**src/rtl/axi_lite_arbiter_if.sv**
```systemverilog
// ---------------------------------------------------------------------------
// axi_lite_arbiter_if
//   Bundles the requester-side command/response signals and the AXI4-Lite
//   master port of axi_lite_arbiter.
//
//   Requester side (two requesters, index i packed in each vector):
//     req_valid[1:0]   command pending
//     req_write[1:0]   1 = write, 0 = read
//     req_addr[63:0]   requester i address in [32i+31:32i]
//     req_wdata[63:0]  requester i write data in [32i+31:32i]
//     req_ready[1:0]   one-cycle accept pulse
//     rsp_valid[1:0]   one-cycle completion pulse
//     rsp_rdata[31:0]  data of the last completed read
//     rsp_err          resp[1] of the last completed transaction
//   AXI4-Lite master: AW, W, B, AR, R channels (m_axi_*).
//
//   Modports:
//     master - the arbiter (drives AXI valids, requester readies/responses)
//     slave  - the environment (requesters plus AXI slave)
// ---------------------------------------------------------------------------
interface axi_lite_arbiter_if;
  logic [1:0]  req_valid;
  logic [1:0]  req_write;
  logic [63:0] req_addr;
  logic [63:0] req_wdata;
  logic [1:0]  req_ready;
  logic [1:0]  rsp_valid;
  logic [31:0] rsp_rdata;
  logic        rsp_err;

  logic [31:0] m_axi_awaddr;
  logic        m_axi_awvalid;
  logic        m_axi_awready;
  logic [31:0] m_axi_wdata;
  logic [3:0]  m_axi_wstrb;
  logic        m_axi_wvalid;
  logic        m_axi_wready;
  logic [1:0]  m_axi_bresp;
  logic        m_axi_bvalid;
  logic        m_axi_bready;
  logic [31:0] m_axi_araddr;
  logic        m_axi_arvalid;
  logic        m_axi_arready;
  logic [31:0] m_axi_rdata;
  logic [1:0]  m_axi_rresp;
  logic        m_axi_rvalid;
  logic        m_axi_rready;

  modport master (
    input  req_valid, req_write, req_addr, req_wdata,
    output req_ready, rsp_valid, rsp_rdata, rsp_err,
    output m_axi_awaddr, m_axi_awvalid,
    input  m_axi_awready,
    output m_axi_wdata, m_axi_wstrb, m_axi_wvalid,
    input  m_axi_wready,
    input  m_axi_bresp, m_axi_bvalid,
    output m_axi_bready,
    output m_axi_araddr, m_axi_arvalid,
    input  m_axi_arready,
    input  m_axi_rdata, m_axi_rresp, m_axi_rvalid,
    output m_axi_rready
  );

  modport slave (
    output req_valid, req_write, req_addr, req_wdata,
    input  req_ready, rsp_valid, rsp_rdata, rsp_err,
    input  m_axi_awaddr, m_axi_awvalid,
    output m_axi_awready,
    input  m_axi_wdata, m_axi_wstrb, m_axi_wvalid,
    output m_axi_wready,
    output m_axi_bresp, m_axi_bvalid,
    input  m_axi_bready,
    input  m_axi_araddr, m_axi_arvalid,
    output m_axi_arready,
    output m_axi_rdata, m_axi_rresp, m_axi_rvalid,
    input  m_axi_rready
  );
endinterface

```
**src/rtl/axi_lite_arbiter.sv**
```systemverilog
// ---------------------------------------------------------------------------
// axi_lite_arbiter
//   Shares one AXI4-Lite master port between two requesters with a single
//   transaction outstanding. FSM: IDLE -> ADDR -> RESP -> DONE -> IDLE, so a
//   zero-wait slave gives one transaction every four cycles.
//
//   Ports:
//     clk        rising-edge clock
//     m_aresetn  asynchronous active-low reset
//     bus        axi_lite_arbiter_if.master (requester side + AXI master)
//
//   Arbitration: round-robin between the two requesters by default (after
//   reset requester 0 wins first). Defining AXI_ARB_FIXED_PRIORITY_EN makes
//   requester 0 always win and removes the last-grant pointer.
//
//   All AXI valid/ready outputs are decoded from registered state only.
// ---------------------------------------------------------------------------
module axi_lite_arbiter (
  input  logic               clk,
  input  logic               m_aresetn,
  axi_lite_arbiter_if.master bus
);

  typedef enum logic [1:0] {
    IDLE = 2'd0,
    ADDR = 2'd1,
    RESP = 2'd2,
    DONE = 2'd3
  } state_e;

  state_e      state_q, state_d;
  logic        armed_q;
  logic        grant_q, grant_d;
  logic        write_q, write_d;
  logic [31:0] addr_q, addr_d;
  logic [31:0] wdata_q, wdata_d;
  logic [31:0] rdata_q, rdata_d;
  logic        err_q, err_d;
  logic        aw_done_q, aw_done_d;
  logic        w_done_q, w_done_d;
`ifndef AXI_ARB_FIXED_PRIORITY_EN
  logic        last_q, last_d;
`endif

  logic        grant_req;
  logic        pick;
  logic        awvalid, wvalid, arvalid, bready, rready;
  logic        aw_hs, w_hs, ar_hs, b_hs, r_hs;
  logic        unused_resp_lsb;

  // Only resp[1] (SLVERR/DECERR) is reported to requesters.
  assign unused_resp_lsb = bus.m_axi_bresp[0] ^ bus.m_axi_rresp[0];

  // armed_q holds off the first grant until one edge after reset release,
  // which also keeps req_ready low throughout reset.
  assign grant_req = armed_q && (state_q == IDLE) && (|bus.req_valid);

  always_comb begin
`ifdef AXI_ARB_FIXED_PRIORITY_EN
    pick = ~bus.req_valid[0];
`else
    if (&bus.req_valid) pick = ~last_q;
    else                pick = ~bus.req_valid[0];
`endif
  end

  // AXI handshake controls, decoded from registered state only.
  assign awvalid = (state_q == ADDR) &&  write_q && !aw_done_q;
  assign wvalid  = (state_q == ADDR) &&  write_q && !w_done_q;
  assign arvalid = (state_q == ADDR) && !write_q;
  assign bready  = (state_q == RESP) &&  write_q;
  assign rready  = (state_q == RESP) && !write_q;

  assign aw_hs = awvalid && bus.m_axi_awready;
  assign w_hs  = wvalid  && bus.m_axi_wready;
  assign ar_hs = arvalid && bus.m_axi_arready;
  assign b_hs  = bready  && bus.m_axi_bvalid;
  assign r_hs  = rready  && bus.m_axi_rvalid;

  always_comb begin
    state_d   = state_q;
    grant_d   = grant_q;
    write_d   = write_q;
    addr_d    = addr_q;
    wdata_d   = wdata_q;
    rdata_d   = rdata_q;
    err_d     = err_q;
    aw_done_d = aw_done_q;
    w_done_d  = w_done_q;
`ifndef AXI_ARB_FIXED_PRIORITY_EN
    last_d    = last_q;
`endif

    unique case (state_q)
      IDLE: begin
        if (grant_req) begin
          grant_d   = pick;
          write_d   = bus.req_write[pick];
          addr_d    = pick ? bus.req_addr[63:32]  : bus.req_addr[31:0];
          wdata_d   = pick ? bus.req_wdata[63:32] : bus.req_wdata[31:0];
          aw_done_d = 1'b0;
          w_done_d  = 1'b0;
`ifndef AXI_ARB_FIXED_PRIORITY_EN
          last_d    = pick;
`endif
          state_d   = ADDR;
        end
      end

      ADDR: begin
        if (write_q) begin
          if (aw_hs) aw_done_d = 1'b1;
          if (w_hs)  w_done_d  = 1'b1;
          // Covers AW and W completing in either order or in the same cycle.
          if ((aw_done_q || aw_hs) && (w_done_q || w_hs)) state_d = RESP;
        end else if (ar_hs) begin
          state_d = RESP;
        end
      end

      RESP: begin
        if (b_hs) begin
          err_d   = bus.m_axi_bresp[1];
          state_d = DONE;
        end else if (r_hs) begin
          rdata_d = bus.m_axi_rdata;
          err_d   = bus.m_axi_rresp[1];
          state_d = DONE;
        end
      end

      DONE: begin
        state_d = IDLE;
      end

      default: state_d = IDLE;
    endcase
  end

  always_ff @(posedge clk or negedge m_aresetn) begin
    if (!m_aresetn) begin
      state_q   <= IDLE;
      armed_q   <= 1'b0;
      grant_q   <= 1'b0;
      write_q   <= 1'b0;
      addr_q    <= '0;
      wdata_q   <= '0;
      rdata_q   <= '0;
      err_q     <= 1'b0;
      aw_done_q <= 1'b0;
      w_done_q  <= 1'b0;
    end else begin
      state_q   <= state_d;
      armed_q   <= 1'b1;
      grant_q   <= grant_d;
      write_q   <= write_d;
      addr_q    <= addr_d;
      wdata_q   <= wdata_d;
      rdata_q   <= rdata_d;
      err_q     <= err_d;
      aw_done_q <= aw_done_d;
      w_done_q  <= w_done_d;
    end
  end

`ifndef AXI_ARB_FIXED_PRIORITY_EN
  // Pointer resets to 1 so that requester 0 wins the first contention.
  always_ff @(posedge clk or negedge m_aresetn) begin
    if (!m_aresetn) last_q <= 1'b1;
    else            last_q <= last_d;
  end
`endif

  assign bus.req_ready     = grant_req ? (pick ? 2'b10 : 2'b01) : 2'b00;
  assign bus.rsp_valid     = (state_q == DONE) ? (grant_q ? 2'b10 : 2'b01) : 2'b00;
  assign bus.rsp_rdata     = rdata_q;
  assign bus.rsp_err       = err_q;

  assign bus.m_axi_awaddr  = addr_q;
  assign bus.m_axi_awvalid = awvalid;
  assign bus.m_axi_wdata   = wdata_q;
  assign bus.m_axi_wstrb   = 4'b1111;
  assign bus.m_axi_wvalid  = wvalid;
  assign bus.m_axi_bready  = bready;
  assign bus.m_axi_araddr  = addr_q;
  assign bus.m_axi_arvalid = arvalid;
  assign bus.m_axi_rready  = rready;

endmodule

```
**src/flat_wrapper.sv**
```systemverilog
// flat-port wrapper written by rule: the top's interface ports become plain ports
module axi_lite_arbiter_flat 
  (clk, m_aresetn, bus_req_valid, bus_req_write, bus_req_addr, bus_req_wdata, bus_req_ready, bus_rsp_valid, bus_rsp_rdata, bus_rsp_err, bus_m_axi_awaddr, bus_m_axi_awvalid, bus_m_axi_awready, bus_m_axi_wdata, bus_m_axi_wstrb, bus_m_axi_wvalid, bus_m_axi_wready, bus_m_axi_bresp, bus_m_axi_bvalid, bus_m_axi_bready, bus_m_axi_araddr, bus_m_axi_arvalid, bus_m_axi_arready, bus_m_axi_rdata, bus_m_axi_rresp, bus_m_axi_rvalid, bus_m_axi_rready);
  axi_lite_arbiter_if bus_i ();
  input  logic clk;
  input  logic m_aresetn;
  input wire logic [$bits(bus_i.req_valid)-1:0] bus_req_valid;
  input wire logic [$bits(bus_i.req_write)-1:0] bus_req_write;
  input wire logic [$bits(bus_i.req_addr)-1:0] bus_req_addr;
  input wire logic [$bits(bus_i.req_wdata)-1:0] bus_req_wdata;
  output wire logic [$bits(bus_i.req_ready)-1:0] bus_req_ready;
  output wire logic [$bits(bus_i.rsp_valid)-1:0] bus_rsp_valid;
  output wire logic [$bits(bus_i.rsp_rdata)-1:0] bus_rsp_rdata;
  output wire logic [$bits(bus_i.rsp_err)-1:0] bus_rsp_err;
  output wire logic [$bits(bus_i.m_axi_awaddr)-1:0] bus_m_axi_awaddr;
  output wire logic [$bits(bus_i.m_axi_awvalid)-1:0] bus_m_axi_awvalid;
  input wire logic [$bits(bus_i.m_axi_awready)-1:0] bus_m_axi_awready;
  output wire logic [$bits(bus_i.m_axi_wdata)-1:0] bus_m_axi_wdata;
  output wire logic [$bits(bus_i.m_axi_wstrb)-1:0] bus_m_axi_wstrb;
  output wire logic [$bits(bus_i.m_axi_wvalid)-1:0] bus_m_axi_wvalid;
  input wire logic [$bits(bus_i.m_axi_wready)-1:0] bus_m_axi_wready;
  input wire logic [$bits(bus_i.m_axi_bresp)-1:0] bus_m_axi_bresp;
  input wire logic [$bits(bus_i.m_axi_bvalid)-1:0] bus_m_axi_bvalid;
  output wire logic [$bits(bus_i.m_axi_bready)-1:0] bus_m_axi_bready;
  output wire logic [$bits(bus_i.m_axi_araddr)-1:0] bus_m_axi_araddr;
  output wire logic [$bits(bus_i.m_axi_arvalid)-1:0] bus_m_axi_arvalid;
  input wire logic [$bits(bus_i.m_axi_arready)-1:0] bus_m_axi_arready;
  input wire logic [$bits(bus_i.m_axi_rdata)-1:0] bus_m_axi_rdata;
  input wire logic [$bits(bus_i.m_axi_rresp)-1:0] bus_m_axi_rresp;
  input wire logic [$bits(bus_i.m_axi_rvalid)-1:0] bus_m_axi_rvalid;
  output wire logic [$bits(bus_i.m_axi_rready)-1:0] bus_m_axi_rready;
  assign bus_i.req_valid = bus_req_valid;
  assign bus_i.req_write = bus_req_write;
  assign bus_i.req_addr = bus_req_addr;
  assign bus_i.req_wdata = bus_req_wdata;
  assign bus_req_ready = bus_i.req_ready;
  assign bus_rsp_valid = bus_i.rsp_valid;
  assign bus_rsp_rdata = bus_i.rsp_rdata;
  assign bus_rsp_err = bus_i.rsp_err;
  assign bus_m_axi_awaddr = bus_i.m_axi_awaddr;
  assign bus_m_axi_awvalid = bus_i.m_axi_awvalid;
  assign bus_i.m_axi_awready = bus_m_axi_awready;
  assign bus_m_axi_wdata = bus_i.m_axi_wdata;
  assign bus_m_axi_wstrb = bus_i.m_axi_wstrb;
  assign bus_m_axi_wvalid = bus_i.m_axi_wvalid;
  assign bus_i.m_axi_wready = bus_m_axi_wready;
  assign bus_i.m_axi_bresp = bus_m_axi_bresp;
  assign bus_i.m_axi_bvalid = bus_m_axi_bvalid;
  assign bus_m_axi_bready = bus_i.m_axi_bready;
  assign bus_m_axi_araddr = bus_i.m_axi_araddr;
  assign bus_m_axi_arvalid = bus_i.m_axi_arvalid;
  assign bus_i.m_axi_arready = bus_m_axi_arready;
  assign bus_i.m_axi_rdata = bus_m_axi_rdata;
  assign bus_i.m_axi_rresp = bus_m_axi_rresp;
  assign bus_i.m_axi_rvalid = bus_m_axi_rvalid;
  assign bus_m_axi_rready = bus_i.m_axi_rready;
  axi_lite_arbiter u_core (.clk(clk), .m_aresetn(m_aresetn), .bus(bus_i));
endmodule
```
**config.mk**
```make
export PLATFORM = sky130hd
export DESIGN_NAME = axi_lite_arbiter_flat
export DESIGN_NICKNAME = d
export VERILOG_FILES = /design/src/rtl/axi_lite_arbiter_if.sv /design/src/rtl/axi_lite_arbiter.sv /design/src/flat_wrapper.sv
export SDC_FILE = /design/constraint.sdc
export NUM_CORES = 1
export LEC_CHECK = 0
export BUFFER_PORTS_ARGS = -buffer_cell sky130_fd_sc_hd__buf_2
export CORE_AREA = 2 2 123 125
export CTS_BUF_LIST = sky130_fd_sc_hd__clkbuf_2
export DETAILED_ROUTE_END_ITERATION = 10
export DIE_AREA = 0 0 125 127
export GPL_TIMING_DRIVEN = 0
export PLACE_DENSITY_LB_ADDON = 0.3
export SYNTH_ARGS = -nofsm -noshare
export SYNTH_HDL_FRONTEND = slang
export SYNTH_SLANG_ARGS = --single-unit
```
**constraint.sdc**
```tcl
create_clock -name clk -period 2.1 [get_ports clk]
set_input_delay 0.105 -clock clk [delete_from_list [all_inputs] [get_ports clk]]
set_output_delay 0.105 -clock clk [all_outputs]
set_load 0.005 [all_outputs]
```
==> out/qor.csv, run 1 <==
stage,metric,value,unit
status,status,did not finish,
status,Failed at,clock tree synthesis (4_1_cts),
status,stop err,[ERROR RSZ-0060] Max buffer count reached.,
synth,Avg Inst Size Synth,12.18,um^2
clocking,clk sink count,105,
die,Die Span X,125,um
clocking,Num CTS Buffers,9,
synth,post-synth top area cell,dfrtp_1,
synth,yosys warns,0,
synth,synth top area cells,"dfrtp_1 57%, a222oi_1 14%, mux2_2 8.1%, buf_4 5.9%, inv_1 5.6%",
placed_design,hpwl dp,11490,um
synth,#FFs+latches synth,105,
clocking,Max clock buf depth,2,
clocking,"Hold-fix buffers, CTS",179,
die,initial core utilization,31.76,%
clocking,clk root buf,clkbuf_2,
die,Rows,44,
synth,Syn Inst Count,376,
die,io pins,317,
placed_design,GPL Wtd Cong,0.8990,
placed_design,DP Area,0.006407,mm^2
synth,post-synth cell types,27,
synth,Post-Syn Area,0.004581,mm^2
synth,register area share after synthesis,57.39,%
clocking,cts repair resizes,9,
synth,top-area cell type share of the netlist area,56.82,%
clocking,postcts setup bufs,3,
clocking,CTS HTree Levels,3,
placed_design,port bufs,310,
die,die height,127,um
cell families after synthesis:
family / after synthesis / synth area share, %
simple gates: 28 / 3.223
mux: 35 / 8.550
fa+ha+maj: 4 / 1.093
compound gates: 73 / 15.24
other cells: 1 / 0.08187
flops: 105 / 57.39
buf+inv: 130 / 14.42
cell usage after synthesis:
cell type,number
buf_4,36
buf_6,3
ha_1,4
mux2_2,33
nor2_1,4
dfstp_2,1
o211ai_1,1
nand2_1,7
clkbuf_1,11
nand3_1,5
dfrtp_1,104
inv_1,68
a21o_1,2
nand4_1,3
nor3b_1,1
conb_1,1
or3_1,1
a21oi_1,1
o21ai_0,4
mux2i_1,2
buf_2,12
nor2b_2,1
a222oi_1,65
and4_1,1
and2_1,2
nor2b_1,2
nand2_2,1
stage by stage:
| stage | hold slack [ns] | worst slack [ns] | TNS, ns | cells |
|---|---|---|---|---|
| floorplan | -0.1906 | 0.4599 | 0 | 380 |
| global placement | 0.3180 | -0.1525 | -15.90 | 874 |
| detailed placement | 0.1746 | -0.1960 | -1.182 | 875 |
==> run 2, diff against run 1 <==
--- a/config.mk
+++ b/config.mk
@@ -6,12 +6,11 @@
 export NUM_CORES = 1
 export LEC_CHECK = 0
 export BUFFER_PORTS_ARGS = -buffer_cell sky130_fd_sc_hd__buf_2
-export CORE_AREA = 2 2 123 125
-export CTS_BUF_LIST = sky130_fd_sc_hd__clkbuf_2
+export CORE_AREA = 2 2 124 126
 export DETAILED_ROUTE_END_ITERATION = 10
-export DIE_AREA = 0 0 125 127
+export DIE_AREA = 0 0 126 128
 export GPL_TIMING_DRIVEN = 0
-export PLACE_DENSITY_LB_ADDON = 0.3
+export PLACE_DENSITY_LB_ADDON = 0.15
 export SYNTH_ARGS = -nofsm -noshare
 export SYNTH_HDL_FRONTEND = slang
 export SYNTH_SLANG_ARGS = --single-unit
==> out/qor.csv, run 2 <==
stage,metric,value,unit,change
status,status,"complete, no violations",,was did not finish
pwr,Comb pwr share,44.6,%,
pwr,switching pwr,0.003095,W,
global_routing,global-route wire length before repair,26610,um,
pwr,pwr dens,1123,mW/mm^2,
synth,adder-cell share of the synthesized area,1.093,%,unchanged
timing,Max Fclk,0.5223,GHz,
detailed_routing,WL final,17220,um,
timing,Final Hold Viols,0,,
job,max_cap viols,0,,
layout,register area,0.002629,mm^2,
critical_path,Worst path max stage delay,0.40,ns,
layout,# diodes,0,,
synth,multiplexer share of the synthesized area,8.550,%,unchanged
layout,Multi-input gate area,0.001309,mm^2,
synth,synth top area cells,"dfrtp_1 57%, a222oi_1 14%, mux2_2 8.1%, buf_4 5.9%, inv_1 5.6%",,unchanged
synth,Avg Inst Size Synth,12.18,um^2,unchanged
clocking,Num CTS Buffers,9,,unchanged
synth,Post-Syn Area,0.004581,mm^2,unchanged
critical_path,Slowest cell on crit path,dfrtp_1,,
synth,Synth Flop Type,dfrtp_1,,unchanged
synth,Syn Inst Count,376,,unchanged
critical_path,WS Path Type,reg2reg,,
min_path,Hold Crit Class,in2reg,,
min_path,worst hold path stage count,3,,
clocking,CTS tree,done,,
global_routing,vias in the first global route,5237,,
layout,Synth-to-Final Area Change,81.02,%,
timing,RSZ-0062 raised after global routing,no,,
critical_path,Register-to-Register Path Depth,7,,
critical_path,crit path from,u_core.state_q[0],,
synth,"FFs w/ async S/R, synth",100.0,%,unchanged
pwr,overall power,0.009308,W,
die,Rows,45,,was 44
detailed_routing,DRC violations left,0,,
placed_design,GPL Wtd Cong,0.7940,,was 0.8990
placed_design,port bufs,310,,unchanged
layout,share of cells above drive strength 1,48.09,%,
timing,final slew viol count,0,,
clocking,Max clock buf depth,2,,unchanged
clocking,"CTS clk-pin slew, worst paths",0.07,ns,
critical_path,"most used cell, CP",inv_1,,
die,area of the die,0.01613,mm^2,
placed_design,hpwl dp,11440,um,was 11490 um
synth,#FFs+latches synth,105,,unchanged
clocking,worst skew pair latency,0.35,ns,
die,Die Span X,126,um,was 125 um
global_routing,initial antenna violation count,0,,
synth,yosys warns,0,,unchanged
layout,Final nets,1041,,
synth,Post-Synth Simple-Gate Area,3.223,%,unchanged
pwr,static leakage,4.568,nW,
clocking,CTS HTree Levels,3,,unchanged
die,core area,0.01486,mm^2,
timing,final setup TNS,0,ns,
critical_path,WP data arrival,2.13,ns,
synth,register area share after synthesis,57.39,%,unchanged
detailed_routing,via count,5049,,
detailed_routing,Routed Antenna Nets,0,,
timing,Clock Skew,0.006041,ns,
synth,Post-synth top cells,"104 x dfrtp_1, 68 x inv_1, 65 x a222oi_1",,unchanged
layout,"commonest non-fill, non-tap cell in the layout",buf_2,,
critical_path,kind of end point of the critical path,flop,,
min_path,Hold Startpoint,bus_req_addr[16],,
global_routing,grt ovf,0,,
timing,endpoints failing setup,0,,
detailed_routing,DRT iter0 DRCs,432,,
pwr,worst vdd ir,0.0006331,V,
synth,top-area cell type share of the netlist area,56.82,%,unchanged
pwr,Clock power frac,16.9,%,
timing,setup ws final,0.1855,ns,
critical_path,critical path startpoint category,flop,,
synth,cell with the most instances after synthesis,dfrtp_1,,unchanged
critical_path,CP Cell Sequence,inv_1 -> ha_2 -> o211ai_1 -> buf_4 -> clkbuf_1 -> a222oi_1 -> inv_1,,
synth,compound-cell area share of the yosys netlist,15.24,%,unchanged
clocking,clk sink count,105,,unchanged
critical_path,reg2reg start,u_core.state_q[0],,
clocking,clk root buf,clkbuf_16,,was clkbuf_2
synth,post-synth top area cell,dfrtp_1,,unchanged
timing,Slew Limit Headroom,60.09,%,
critical_path,WP data required,2.32,ns,
synth,Post-synth EDFFs,0,,unchanged
layout,"commonest cells after routing, fill and taps aside","320 x buf_2, 159 x dlygate4sd3_1, 104 x dfrtp_1, 68 x inv_1, 65 x a222oi_1",,
pwr,sequential power share,38.5,%,
die,die height,128,um,was 127 um
timing,min cycle time layout,1.915,ns,
critical_path,"Max FO, Critical Path",10,,
global_routing,gr usage total,20.79,%,
synth,xor/xnor share of the synthesized area,0,%,unchanged
detailed_routing,First-pass DRT Iterations,8,,
timing,Worst Tran Pin Value,0.5987,ns,
layout,Final Util,55.78,%,
synth,post-synth cell types,27,,unchanged
detailed_routing,DR vias/cell,4.795,,
pwr,sw frac,33.25,%,
die,initial core utilization,30.82,%,was 31.76%
layout,total of fill cells in the finished design,1279,,
global_routing,largest net degree at the start of global routing,67,,
timing,final cycle utilization of the critical path,91.17,%,
placed_design,worst slack at placement,-0.08919,ns,was -0.1960 ns
pwr,Internal Pwr Total,0.006213,W,
die,io pins,317,,unchanged
synth,largest family of logic cells by synthesized area,compound AO/OA/AOI/OAI gates,,unchanged
detailed_routing,WL/cell,16.36,um,
-- run 2: final cells by class --
cell class,instances,share of cell area (%)
Buffer,61,4.889
Multi-Input combinational cell,145,15.78
Tap cell,188,2.837
Clock inverter,3,0.2113
Timing Repair Buffer,472,38.45
Sequential cell,105,31.70
Clock buffer,11,3.048
Inverter,68,3.078
-- run 2: what timing repair did --
| action | 4_1_cts | 5_1_grt |
|---|---|---|
| pin swaps | 1 | 1 |
| setup endpoints to repair | 8 | 31 |
| hold buffers | 159 | 0 |
| buffers inserted | 2 | 0 |
| hold endpoints to repair | 135 | 0 |
| gates resized for setup | 2 | 1 |
-- run 2: logic make-up (layout without fill, tap and decap cells) --
group,count (synthesis),after routing
buf+inv,130,615
flops,105,105
compound gates,73,73
mux,35,35
simple gates,28,28
fa+ha+maj,4,4
other cells,1,5
-- run 2: worst paths after layout --
kind / endpoint / slack (ns)
worst min-delay path: u_core.bus.m_axi_araddr[16] / 0.01
max in group asynchronous: u_core.bus.m_axi_araddr[9] / 1.10
worst max register to register: u_core.bus.m_axi_wdata[26] / 0.19
worst max-delay path: u_core.bus.m_axi_wdata[26] / 0.19
min in group asynchronous: u_core.bus.rsp_rdata[28] / 0.28
worst min register to register: u_core.grant_q / 0.50
-- run 2: metal layers --
| metal | track usage, % | part of all wire, % |
|---|---|---|
| met4 | 7.886 | 1.8 |
| met5 | 0 | 0 |
| met3 | 5.551 | 8.3 |
| met1 | 23.49 | 38 |
| met2 | 37.57 | 52 |
-- run 2: power groups by stage --
stage	Clock (W)	Sequential, W	Combinational (W)
6_report	0.00158	0.00358	0.00415
5_1_grt	0.00171	0.00370	0.00460
4_1_cts	0.00163	0.00355	0.00413
3_5_place_dp	0	0.00357	0.00388
3_3_place_gp	0	0.00352	0.00381
2_1_floorplan	0	0.00358	0.00200
-- run 2: metrics by stage --
stage	instances	instance area [um^2]	hold slack [ns]
after floorplan	380	4596	-0.1906
after global placement	878	6382	0.3179
after detailed placement	879	6412	0.1280
after CTS	1054	8293	0.005402
after global routing	1053	8292	0.01722
final	1053	8292	0.01250
-- run 2: worst max-delay path, delay by kind of cell, from the launching register on --
kind	cells	cell delay, ns
AO/OA/AOI/OAI	2	0.53
adder cells (fa/ha/maj)	1	0.24
buffers and inverters	4	0.61
flip-flops	1	0.40
(Power assumes the default switching activity.)
==> run 3, diff against run 2 <==
--- a/config.mk
+++ b/config.mk
@@ -6,9 +6,10 @@
 export NUM_CORES = 1
 export LEC_CHECK = 0
 export BUFFER_PORTS_ARGS = -buffer_cell sky130_fd_sc_hd__buf_2
-export CORE_AREA = 2 2 124 126
+export CAP_MARGIN = 25
+export CORE_AREA = 2 2 121 123
 export DETAILED_ROUTE_END_ITERATION = 10
-export DIE_AREA = 0 0 126 128
+export DIE_AREA = 0 0 123 125
 export GPL_TIMING_DRIVEN = 0
 export PLACE_DENSITY_LB_ADDON = 0.15
 export SYNTH_ARGS = -nofsm -noshare
==> out/qor.csv, run 3 (synthesis results as in run 2) <==
stage,metric,value,unit,change
min_path,Hold Crit Class,in2reg,,unchanged
global_routing,vias in the first global route,5229,,was 5237
layout,"commonest cells after routing, fill and taps aside","318 x buf_2, 159 x dlygate4sd3_1, 104 x dfrtp_1, 68 x inv_1, 65 x a222oi_1",,"was 320 x buf_2, 159 x dlygate4sd3_1, 104 x dfrtp_1, 68 x inv_1, 65 x a222oi_1"
layout,Multi-input gate area,0.001309,mm^2,unchanged
detailed_routing,WL/cell,16.22,um,was 16.36 um
layout,Final nets,1041,,unchanged
global_routing,initial antenna violation count,0,,unchanged
clocking,CTS HTree Levels,3,,unchanged
pwr,Comb pwr share,44.2,%,was 44.6%
die,initial core utilization,32.25,%,was 30.82%
die,die height,125,um,was 128 um
pwr,switching pwr,0.003155,W,was 0.003095 W
detailed_routing,First-pass DRT Iterations,9,,was 8
detailed_routing,Routed Antenna Nets,0,,unchanged
timing,final slew viol count,0,,unchanged
global_routing,largest net degree at the start of global routing,65,,was 67
timing,Worst Tran Pin Value,0.5808,ns,was 0.5987 ns
critical_path,Slowest cell on crit path,dfrtp_1,,unchanged
pwr,static leakage,4.582,nW,was 4.568 nW
timing,min cycle time layout,1.939,ns,was 1.915 ns
clocking,clk sink count,105,,unchanged
global_routing,global-route wire length before repair,26060,um,was 26610 um
placed_design,GPL Wtd Cong,0.7594,,was 0.7940
critical_path,FF-to-FF End,u_core.bus.m_axi_araddr[28],,was u_core.bus.m_axi_wdata[26]
global_routing,grt ovf,0,,unchanged
timing,Slew Limit Headroom,61.28,%,was 60.09%
clocking,Max clock buf depth,2,,unchanged
detailed_routing,WL final,17040,um,was 17220 um
pwr,worst vdd ir,0.0006005,V,was 0.0006331 V
min_path,Hold Startpoint,bus_req_addr[24],,was bus_req_addr[16]
clocking,worst skew pair latency,0.35,ns,about the same
pwr,Internal Pwr Total,0.006178,W,was 0.006213 W
placed_design,worst slack at placement,-0.06476,ns,was -0.08919 ns
detailed_routing,DRC violations left,0,,unchanged
timing,Hold WS,0.01173,ns,was 0.01250 ns
min_path,worst hold path stage count,3,,unchanged
detailed_routing,DR vias/cell,4.816,,was 4.795
critical_path,reg2reg start,u_core.state_q[0],,unchanged
global_routing,gr usage total,21.64,%,was 20.79%
clocking,CTS tree,done,,unchanged
critical_path,WP data required,2.32,ns,about the same
layout,"commonest non-fill, non-tap cell in the layout",buf_2,,unchanged
critical_path,CP Cell Sequence,inv_1 -> ha_2 -> o211ai_1 -> buf_2 -> buf_2 -> a222oi_1 -> inv_1,,was inv_1 -> ha_2 -> o211ai_1 -> buf_4 -> clkbuf_1 -> a222oi_1 -> inv_1
pwr,sequential power share,38.4,%,was 38.5%
critical_path,reg2reg setup slack,0.16,ns,was 0.19 ns
layout,Synth-to-Final Area Change,81.34,%,was 81.02%
die,Rows,44,,was 45
critical_path,kind of end point of the critical path,flop,,unchanged
timing,setup ws final,0.1613,ns,was 0.1855 ns
min_path,Hold EP,u_core.bus.m_axi_araddr[24],,was u_core.bus.m_axi_araddr[16]
die,Die Span X,123,um,was 126 um
placed_design,hpwl dp,11270,um,was 11440 um
critical_path,Register-to-Register Path Depth,7,,unchanged
job,max_cap viols,0,,unchanged
die,area of the die,0.01538,mm^2,was 0.01613 mm^2
critical_path,"Max FO, Critical Path",10,,unchanged
pwr,pwr dens,1124,mW/mm^2,was 1123 mW/mm^2
timing,Max Fclk,0.5158,GHz,was 0.5223 GHz
layout,share of cells above drive strength 1,48.67,%,was 48.09%
timing,Clock Skew,0.008421,ns,was 0.006041 ns
critical_path,crit path from,u_core.state_q[0],,unchanged
clocking,clk root buf,clkbuf_16,,unchanged
detailed_routing,DRT iter0 DRCs,440,,was 432
layout,# diodes,0,,unchanged
pwr,Clock power frac,17.4,%,was 16.9%
critical_path,WP data arrival,2.16,ns,was 2.13 ns
placed_design,port bufs,310,,unchanged
timing,Final Hold Viols,0,,unchanged
layout,total of fill cells in the finished design,1186,,was 1279
clocking,Num CTS Buffers,9,,unchanged
critical_path,critical path startpoint category,flop,,unchanged
critical_path,WS Path Type,reg2reg,,unchanged
timing,final cycle utilization of the critical path,92.32,%,was 91.17%
die,core area,0.01420,mm^2,was 0.01486 mm^2
die,io pins,317,,unchanged
critical_path,Worst path max stage delay,0.41,ns,was 0.40 ns
layout,register area,0.002629,mm^2,unchanged
pwr,sw frac,33.81,%,was 33.25%
status,status,"complete, no violations",,unchanged
timing,RSZ-0062 raised after global routing,no,,unchanged
clocking,"CTS clk-pin slew, worst paths",0.08,ns,was 0.07 ns
timing,endpoints failing setup,0,,unchanged
detailed_routing,via count,5062,,was 5049
run 3: cell count changes in the layout (fill, tap and decap cells not counted), sizes merged:
cell    change
buf         -2
clkinv      +2
inv         +2
run 3: cell type report:
type | instances | area share [%]
Inverter | 68 | 3.073
Timing Repair Buffer | 472 | 38.38
Sequential cell | 105 | 31.65
Multi-Input combinational cell | 145 | 15.76
Clock buffer | 9 | 2.711
Clock inverter | 7 | 0.6628
Buffer | 61 | 5.001
Tap cell | 184 | 2.772
run 3: what timing repair did:
action / CTS / global route
pin swaps: 1 / 4
hold endpoints to repair: 138 / 0
hold buffers: 159 / 0
endpoints found under the setup margin: 8 / 39
setup buffers: 2 / 0
gates resized for setup: 2 / 11
run 3: worst max-delay path by stage:
stage,to,depth (start not counted),slack [ns]
detailed placement,u_core.bus.m_axi_araddr[28],7,-0.06
finish,u_core.bus.m_axi_araddr[28],7,0.16
global route,u_core.bus.m_axi_wdata[12],7,0.009
global placement,u_core.bus.m_axi_araddr[2],1,-0.26
CTS,bus_req_ready[1],6,0.001
floorplan,u_core.state_q[1],6,0.46
run 3: worst max-delay path, delay by kind of cell, from the launching register on:
| kind | cells | cell delay, ns |
|---|---|---|
| AOI/OAI and AO/OA | 2 | 0.53 |
| buffers and inverters | 4 | 0.63 |
| adders and majority gates | 1 | 0.23 |
| DFF | 1 | 0.41 |
run 3: power groups by stage:
| stage | clock network (W) | logic, W | registers (W) |
|---|---|---|---|
| after floorplan | 0 | 0.00200 | 0.00358 |
| after global placement | 0 | 0.00379 | 0.00353 |
| after detailed placement | 0 | 0.00385 | 0.00357 |
| after CTS | 0.00166 | 0.00410 | 0.00354 |
| after global routing | 0.00176 | 0.00459 | 0.00369 |
| final | 0.00162 | 0.00413 | 0.00358 |
run 3: stage by stage:
stage                     total power, W  cells  TNS (ns)  cell area, um^2  util (%)
after floorplan                 0.005581    380         0             4596         -
after global placement          0.007323    874    -26.41             6377     44.90
after detailed placement        0.007418    875   -0.3280             6407     45.11
after CTS                       0.009306   1052         0             8298     58.42
after global routing             0.01004   1051         0             8307     58.48
final                           0.009334   1051         0             8307     58.48
run 3: per-layer routing:
layer / wire [um] / vias up / GRT usage [%]
li1: - / 2311 / -
met1: 6452 / 2428 / 24.26
met2: 8588 / 282 / 38.28
met3: 1450 / 41 / 5.064
met4: 553 / 0 / 10.16
met5: 0 / - / 0
